### src/rtl/mfcc_pkg.sv
// Shared defaults and FSM state encoding for the mel filter energy lane.
package mfcc_pkg;

  localparam int DEF_NBINS  = 512;
  localparam int DEF_ROM_AW = 9;
  localparam int DEF_W_W    = 8;

  localparam logic [1:0] ST_ACCUM  = 2'd0;
  localparam logic [1:0] ST_FLUSH  = 2'd1;
  localparam logic [1:0] ST_OUTPUT = 2'd2;

  typedef enum logic [1:0] {
    S_ACCUM  = ST_ACCUM,
    S_FLUSH  = ST_FLUSH,
    S_OUTPUT = ST_OUTPUT
  } state_e;

endpackage

### src/rtl/mfcc_mel_mul_stage.sv
// Registered unsigned power x weight product with a matching valid flag.
module mfcc_mel_mul_stage #(
  parameter int PWR_W = 32,
  parameter int W_W   = 8
) (
  input  logic                   clk,
  input  logic                   rst,
  input  logic [PWR_W-1:0]       p_i,
  input  logic [W_W-1:0]         w_i,
  input  logic                   en_i,
  output logic [PWR_W+W_W-1:0]   prod_r_o,
  output logic                   prod_v_o
);

  localparam int PROD_W = PWR_W + W_W;

  // Capture the full-width product on every accepted bin.
  always_ff @(posedge clk or posedge rst) begin
    if (rst) begin
      prod_r_o <= '0;
      prod_v_o <= 1'b0;
    end else begin
      prod_v_o <= en_i;
      if (en_i) prod_r_o <= PROD_W'(p_i) * PROD_W'(w_i);
    end
  end

endmodule

### src/rtl/mfcc_mel_filter_mac.sv
// Per-filter mel energy lane: E = sum(P[k]*W[k]) over one frame.
// Optional feature macro: MFCC_MEL_ACC_SAT_EN (accumulator clamps instead of wrapping).
module mfcc_mel_filter_mac
  import mfcc_pkg::*;
#(
  parameter int PWR_W  = 32,
  parameter int W_W    = DEF_W_W,
  parameter int ROM_AW = DEF_ROM_AW,
  parameter int NBINS  = DEF_NBINS,
  parameter int ACC_W  = 49
) (
  input  logic              clk,
  input  logic              rst,
  input  logic              s_valid,
  output logic              s_ready,
  input  logic [PWR_W-1:0]  s_data,
  input  logic              s_last,
  output logic [ROM_AW-1:0] rom_addr,
  input  logic [W_W-1:0]    rom_data,
  output logic              m_valid,
  input  logic              m_ready,
  output logic [ACC_W-1:0]  m_data,
  output logic              m_sat,
  output logic              err_len
);

  localparam int PROD_W = PWR_W + W_W;
  // One spare bit so the counter can step past the last bin without wrapping.
  localparam int CNT_W  = ROM_AW + 1;

  state_e            state_q;
  logic [CNT_W-1:0]  bin_cnt_q;
  logic [ACC_W-1:0]  acc_q, acc_d;
  logic [ACC_W-1:0]  m_data_q;
  logic              s_ready_q, m_valid_q, err_len_q;
  logic [PROD_W-1:0] prod_r;
  logic              prod_v;
  logic              beat, at_max, frame_end, out_hs;

  assign beat      = s_valid & s_ready_q & (state_q == S_ACCUM);
  assign at_max    = (bin_cnt_q == CNT_W'(NBINS - 1));
  assign frame_end = s_last | at_max;
  assign out_hs    = (state_q == S_OUTPUT) & m_ready;

  mfcc_mel_mul_stage #(.PWR_W(PWR_W), .W_W(W_W)) u_mul (
    .clk      (clk),
    .rst      (rst),
    .p_i      (s_data),
    .w_i      (rom_data),
    .en_i     (beat),
    .prod_r_o (prod_r),
    .prod_v_o (prod_v)
  );

`ifdef MFCC_MEL_ACC_SAT_EN
  localparam int SUM_W = ((ACC_W > PROD_W) ? ACC_W : PROD_W) + 1;
  logic [SUM_W-1:0] sum;
  logic             sat_q, sat_d;

  // Saturating accumulate; the sticky flag is cleared with the accumulator at handoff.
  always_comb begin
    sum   = SUM_W'(acc_q) + SUM_W'(prod_r);
    acc_d = acc_q;
    sat_d = sat_q;
    if (prod_v) begin
      if (|sum[SUM_W-1:ACC_W]) begin
        acc_d = '1;
        sat_d = 1'b1;
      end else begin
        acc_d = sum[ACC_W-1:0];
      end
    end
    if (out_hs) begin
      acc_d = '0;
      sat_d = 1'b0;
    end
  end

  // Sticky saturation flag for the current frame.
  always_ff @(posedge clk or posedge rst) begin
    if (rst) sat_q <= 1'b0;
    else     sat_q <= sat_d;
  end

  assign m_sat = sat_q;
`else
  // Wrapping accumulate, cleared at handoff.
  always_comb begin
    acc_d = acc_q;
    if (prod_v) acc_d = acc_q + ACC_W'(prod_r);
    if (out_hs) acc_d = '0;
  end

  assign m_sat = 1'b0;
`endif

  // Frame FSM with bin counter, accumulator and registered handshake outputs.
  always_ff @(posedge clk or posedge rst) begin
    if (rst) begin
      state_q   <= S_ACCUM;
      bin_cnt_q <= '0;
      acc_q     <= '0;
      m_data_q  <= '0;
      s_ready_q <= 1'b0;
      m_valid_q <= 1'b0;
      err_len_q <= 1'b0;
    end else begin
      acc_q     <= acc_d;
      err_len_q <= 1'b0;
      case (state_q)
        S_ACCUM: begin
          s_ready_q <= 1'b1;
          if (beat) begin
            bin_cnt_q <= bin_cnt_q + CNT_W'(1);
            if (frame_end) begin
              state_q   <= S_FLUSH;
              s_ready_q <= 1'b0;
              // Length error when s_last and the bin limit disagree.
              err_len_q <= s_last ^ at_max;
            end
          end
        end
        S_FLUSH: begin
          // Last product lands in acc_d this cycle; latch it as the result.
          state_q   <= S_OUTPUT;
          m_valid_q <= 1'b1;
          m_data_q  <= acc_d;
        end
        S_OUTPUT: begin
          if (m_ready) begin
            state_q   <= S_ACCUM;
            m_valid_q <= 1'b0;
            s_ready_q <= 1'b1;
            bin_cnt_q <= '0;
          end
        end
        default: begin
          state_q   <= S_ACCUM;
          s_ready_q <= 1'b0;
          m_valid_q <= 1'b0;
        end
      endcase
    end
  end

  assign s_ready  = s_ready_q;
  assign m_valid  = m_valid_q;
  assign m_data   = m_data_q;
  assign err_len  = err_len_q;
  assign rom_addr = bin_cnt_q[ROM_AW-1:0];

endmodule

### config.mk
export PLATFORM = sky130hd
export DESIGN_NAME = mfcc_mel_filter_mac
export DESIGN_NICKNAME = d
export VERILOG_FILES = /design/src/rtl/mfcc_pkg.sv /design/src/rtl/mfcc_mel_mul_stage.sv /design/src/rtl/mfcc_mel_filter_mac.sv
export SDC_FILE = /design/constraint.sdc
export NUM_CORES = 1
export LEC_CHECK = 0
export BUFFER_PORTS_ARGS = -buffer_cell sky130_fd_sc_hd__clkbuf_2
export CAP_MARGIN = 20
export CORE_MARGIN = 3
export CORE_UTILIZATION = 60
export CTS_CLUSTER_SIZE = 16
export DETAILED_ROUTE_END_ITERATION = 7
export PLACE_DENSITY = 0.79
export SETUP_SLACK_MARGIN = 0.2
export SLEW_MARGIN = 20
export SYNTH_ARGS = -nofsm -noshare
export SYNTH_HDL_FRONTEND = slang
export SYNTH_SLANG_ARGS = --single-unit
### constraint.sdc
create_clock -name clk -period 5.6 [get_ports clk]
set_input_delay 0.28 -clock clk [delete_from_list [all_inputs] [get_ports clk]]
set_output_delay 0.28 -clock clk [all_outputs]
set_load 0.02 [all_outputs]
==> results.toml <==
[detailed_routing]
drt_iter0_drc = 908
dr.pass1.iters = 5
vias = 13032
wire_per_inst_um = 17.3
wl_um = 38700
remaining_drc_errors = 0
final_antenna_net_count = 0
via_per_inst = 5.83

[clocking]
cts.sinks = 154
insertion_delay_ns = 0.44
cts.repair.resized = 0
cts_buffer_depth = 2
cts_hold_buf = 0
cts_max_level = 4
cts_tree = "built"
path_clk_slew_ns = 0.06
numCtsBuffers = 17
cts_setup_buffers = 0
cts-root-buf = "clkbuf_16"

[worst_setup_path]
cp-end-kind = "flop"
start_kind = "input pin"
r2r_start = "u_mul.prod_r_o[0]$_DFFE_PP0P_"
critical_path.max_fanout = 17
r2r-end = "m_data[46]$_DFFE_PP0P_"
rrSetupSlack_ns = 2.12
r2r_cells = 12
cp.arrival_ns = 5.56
required_ns = 5.96
cpPeakStageDelay_ns = 0.57
crit_chain = "clkbuf_2, and2_1, fa_1, fa_1, fa_1, inv_1, fa_1, inv_1, ha_1, a21oi_1, nor3b_1, buf_4, a2111oi_4, o211ai_2, a211oi_2, o21ai_1, or4_4, and2_4, o211ai_2"
crit_type = "input pin to flop"
crit_top_cell = "fa_1"
critPathSlowestCell = "fa_1"

[logic_synthesis]
ys_seq_area_share_pct = 23.6
netlist_instances = 1834
synthDominantCellAreaShare_pct = 23.6
avgSynthCellArea_um2 = 8.92
synthFlopType = "dfrtp_1"
syn_area_um2 = 16400
synth_fp_nets = 2162
synth.most_common_cell = "nand2_1"
ys_ff_latch = 154
yosys-top-cells-area = "dfrtp_1 (24%), fa_1 (22%), and2_1 (8.1%)"
ys_types = 66
yosys.area.top_type = "dfrtp_1"
synthArstFlopShare_pct = 100
synth_edf_count = 0
ys_warn_count = 0
synth_commonest_cells = "nand2_1 (228), and2_1 (211), fa_1 (181)"

[global_route]
grt_max_degree = 109
antenna_found_initial = 0
grt.total_usage_pct = 27.1
grt.overflow.total = 0
grt_pass1_wl_um = 64400
first_global_vias = 13176

[layout]
regArea_um2 = 3850
layout-drive-gt1-share_pct = 9.48
fin_nets = 2215
area_growth_pct = 7.98
postLayoutCellArea_um2 = 17700
fillers = 2147
num_antenna_cells = 0
multiInputGateArea_um2 = 11400

[floorplan]
rows = 59
io_pins = 107
core_um2 = 26400
initial_utilization_pct = 61.9
die_area_um2 = 29300
dieWidth_um = 171
die_h_um = 171

[timing]
fin_crit_ns = 5.20
hold_viol_final = 0
worst_pin_slew_ns = 1.09
worst_slack_ns = 0.403
slew_headroom_pct = 27.5
finClkSkew_ns = 0.0145
period_share_pct = 92.8
max_freq_ghz = 0.192
rsz0062_at_grt = "no"
maxSlewViolCount = 0
setup_viol = 0
finalSetupTns_ns = 0

[placement]
place_ws_ns = 0.0333
gp_congestion = 0.941
io_buffers = 105
place_area_um2 = 17100
dp_hpwl_um = 30100

[run]
drv_cap = 0

[run_status]
status = "finished, final reports clean"

[power]
irDropWorstVdd_mv = 0.273
power_density_nw_per_um2 = 569
leakagePower_nw = 8.67

[hold_path]
hp-class = "input pin to asynchronous set/reset pin"
## through the flow
stage	cells	util, %	hold WS, ns	total power (W)
5_1_grt	2234	66.8	0.130	0.0110
2_1_floorplan	1834	-	0.425	0.00707
3_5_place_dp	2203	64.7	0.466	0.00887
4_1_cts	2234	66.8	0.102	0.0100
3_3_place_gp	2203	64.7	0.460	0.00869
6_report	2234	66.8	0.0377	0.0100
## worst max-delay path: cells and delay by family
kind	cells	cell delay (ns)
buffers and inverters	4	0.49
AO/OA/AOI/OAI	6	1.27
AND/OR/NAND/NOR	4	1.07
adder cells (fa/ha/maj)	5	2.44
## registers in the layout (all words and copies together), names as in the netlist
register / flops
state_q: 2
m_valid: 1
m_data: 49
acc_q: 49
u_mul.prod_r_o: 40
u_mul.prod_v_o: 1
s_ready: 1
err_len: 1
bin_cnt_q: 10
## layout by cell type, fill, tap and decap left out, types with 6 or more instances in the layout
cell type	n
nand2_1	228
and2_1	211
fa_1	181
inv_1	174
dfrtp_1	153
o21ai_0	114
clkbuf_2	105
ha_1	102
nor2_1	95
a21oi_1	87
xnor2_1	48
a21o_1	29
mux2i_1	27
xor2_1	25
buf_4	24
nand3_1	22
and3_1	21
o31ai_1	20
nand4_1	18
nor3_1	17
clkbuf_16	17
o21a_1	16
a211oi_1	14
nor2b_1	11
nand2b_1	10
o21bai_1	10
a31oi_1	9
o211ai_1	8
o2111ai_1	6
and4_1	6
or3_1	6
## logic make-up (layout without fill, tap and decap cells)
logic type	after synthesis	in the layout	synth area share (%)
AO/OA/AOI/OAI	359	359	13.9
flip-flops	154	154	23.6
other	1	1	0.0229
XOR/XNOR	73	73	3.91
AND/OR/NAND/NOR	660	660	20.2
buffers and inverters	272	337	6.47
adder cells (fa/ha/maj)	283	283	30.0
multiplexers	32	32	2.00
## worst max-delay path by stage
stage,depth (start not counted),endpoint,slack (ns),start
after floorplan,19,u_mul.prod_r_o[39]$_DFFE_PP0P_,0.43,rom_data[7]
after global placement,19,u_mul.prod_r_o[39]$_DFFE_PP0P_,0.11,rom_data[4]
after detailed placement,19,u_mul.prod_r_o[39]$_DFFE_PP0P_,0.03,rom_data[4]
after CTS,19,u_mul.prod_r_o[39]$_DFFE_PP0P_,0.43,rom_data[4]
after global routing,19,u_mul.prod_r_o[32]$_DFFE_PP0P_,0.21,rom_data[7]
final,19,u_mul.prod_r_o[39]$_DFFE_PP0P_,0.40,rom_data[4]
## layout make-up
cell class                      count  area share [%]
Inverter                          177            3.79
Clock buffer                       19            2.51
Sequential cell                   154            21.8
Timing Repair Buffer              129            4.00
Multi-Input combinational cell   1408            64.8
Tap cell                          335            2.37
Clock inverter                     12           0.659
## power by group
group          switching [W]  internal, W  total [W]
clock               0.000472     0.000625    0.00110
sequential          0.000376      0.00159    0.00197
combinational        0.00419      0.00279    0.00698
total                0.00504      0.00500     0.0100
## per-layer routing
layer | global-route usage, % | vias to the layer above | routed length, um
met4 | 10.3 | 0 | 1440
met2 | 46.2 | 402 | 19000
met3 | 3.10 | 74 | 1580
met5 | 0 | - | 0
li1 | - | 6156 | -
met1 | 35.7 | 6400 | 16700
Power figures use the tool's default switching activity.
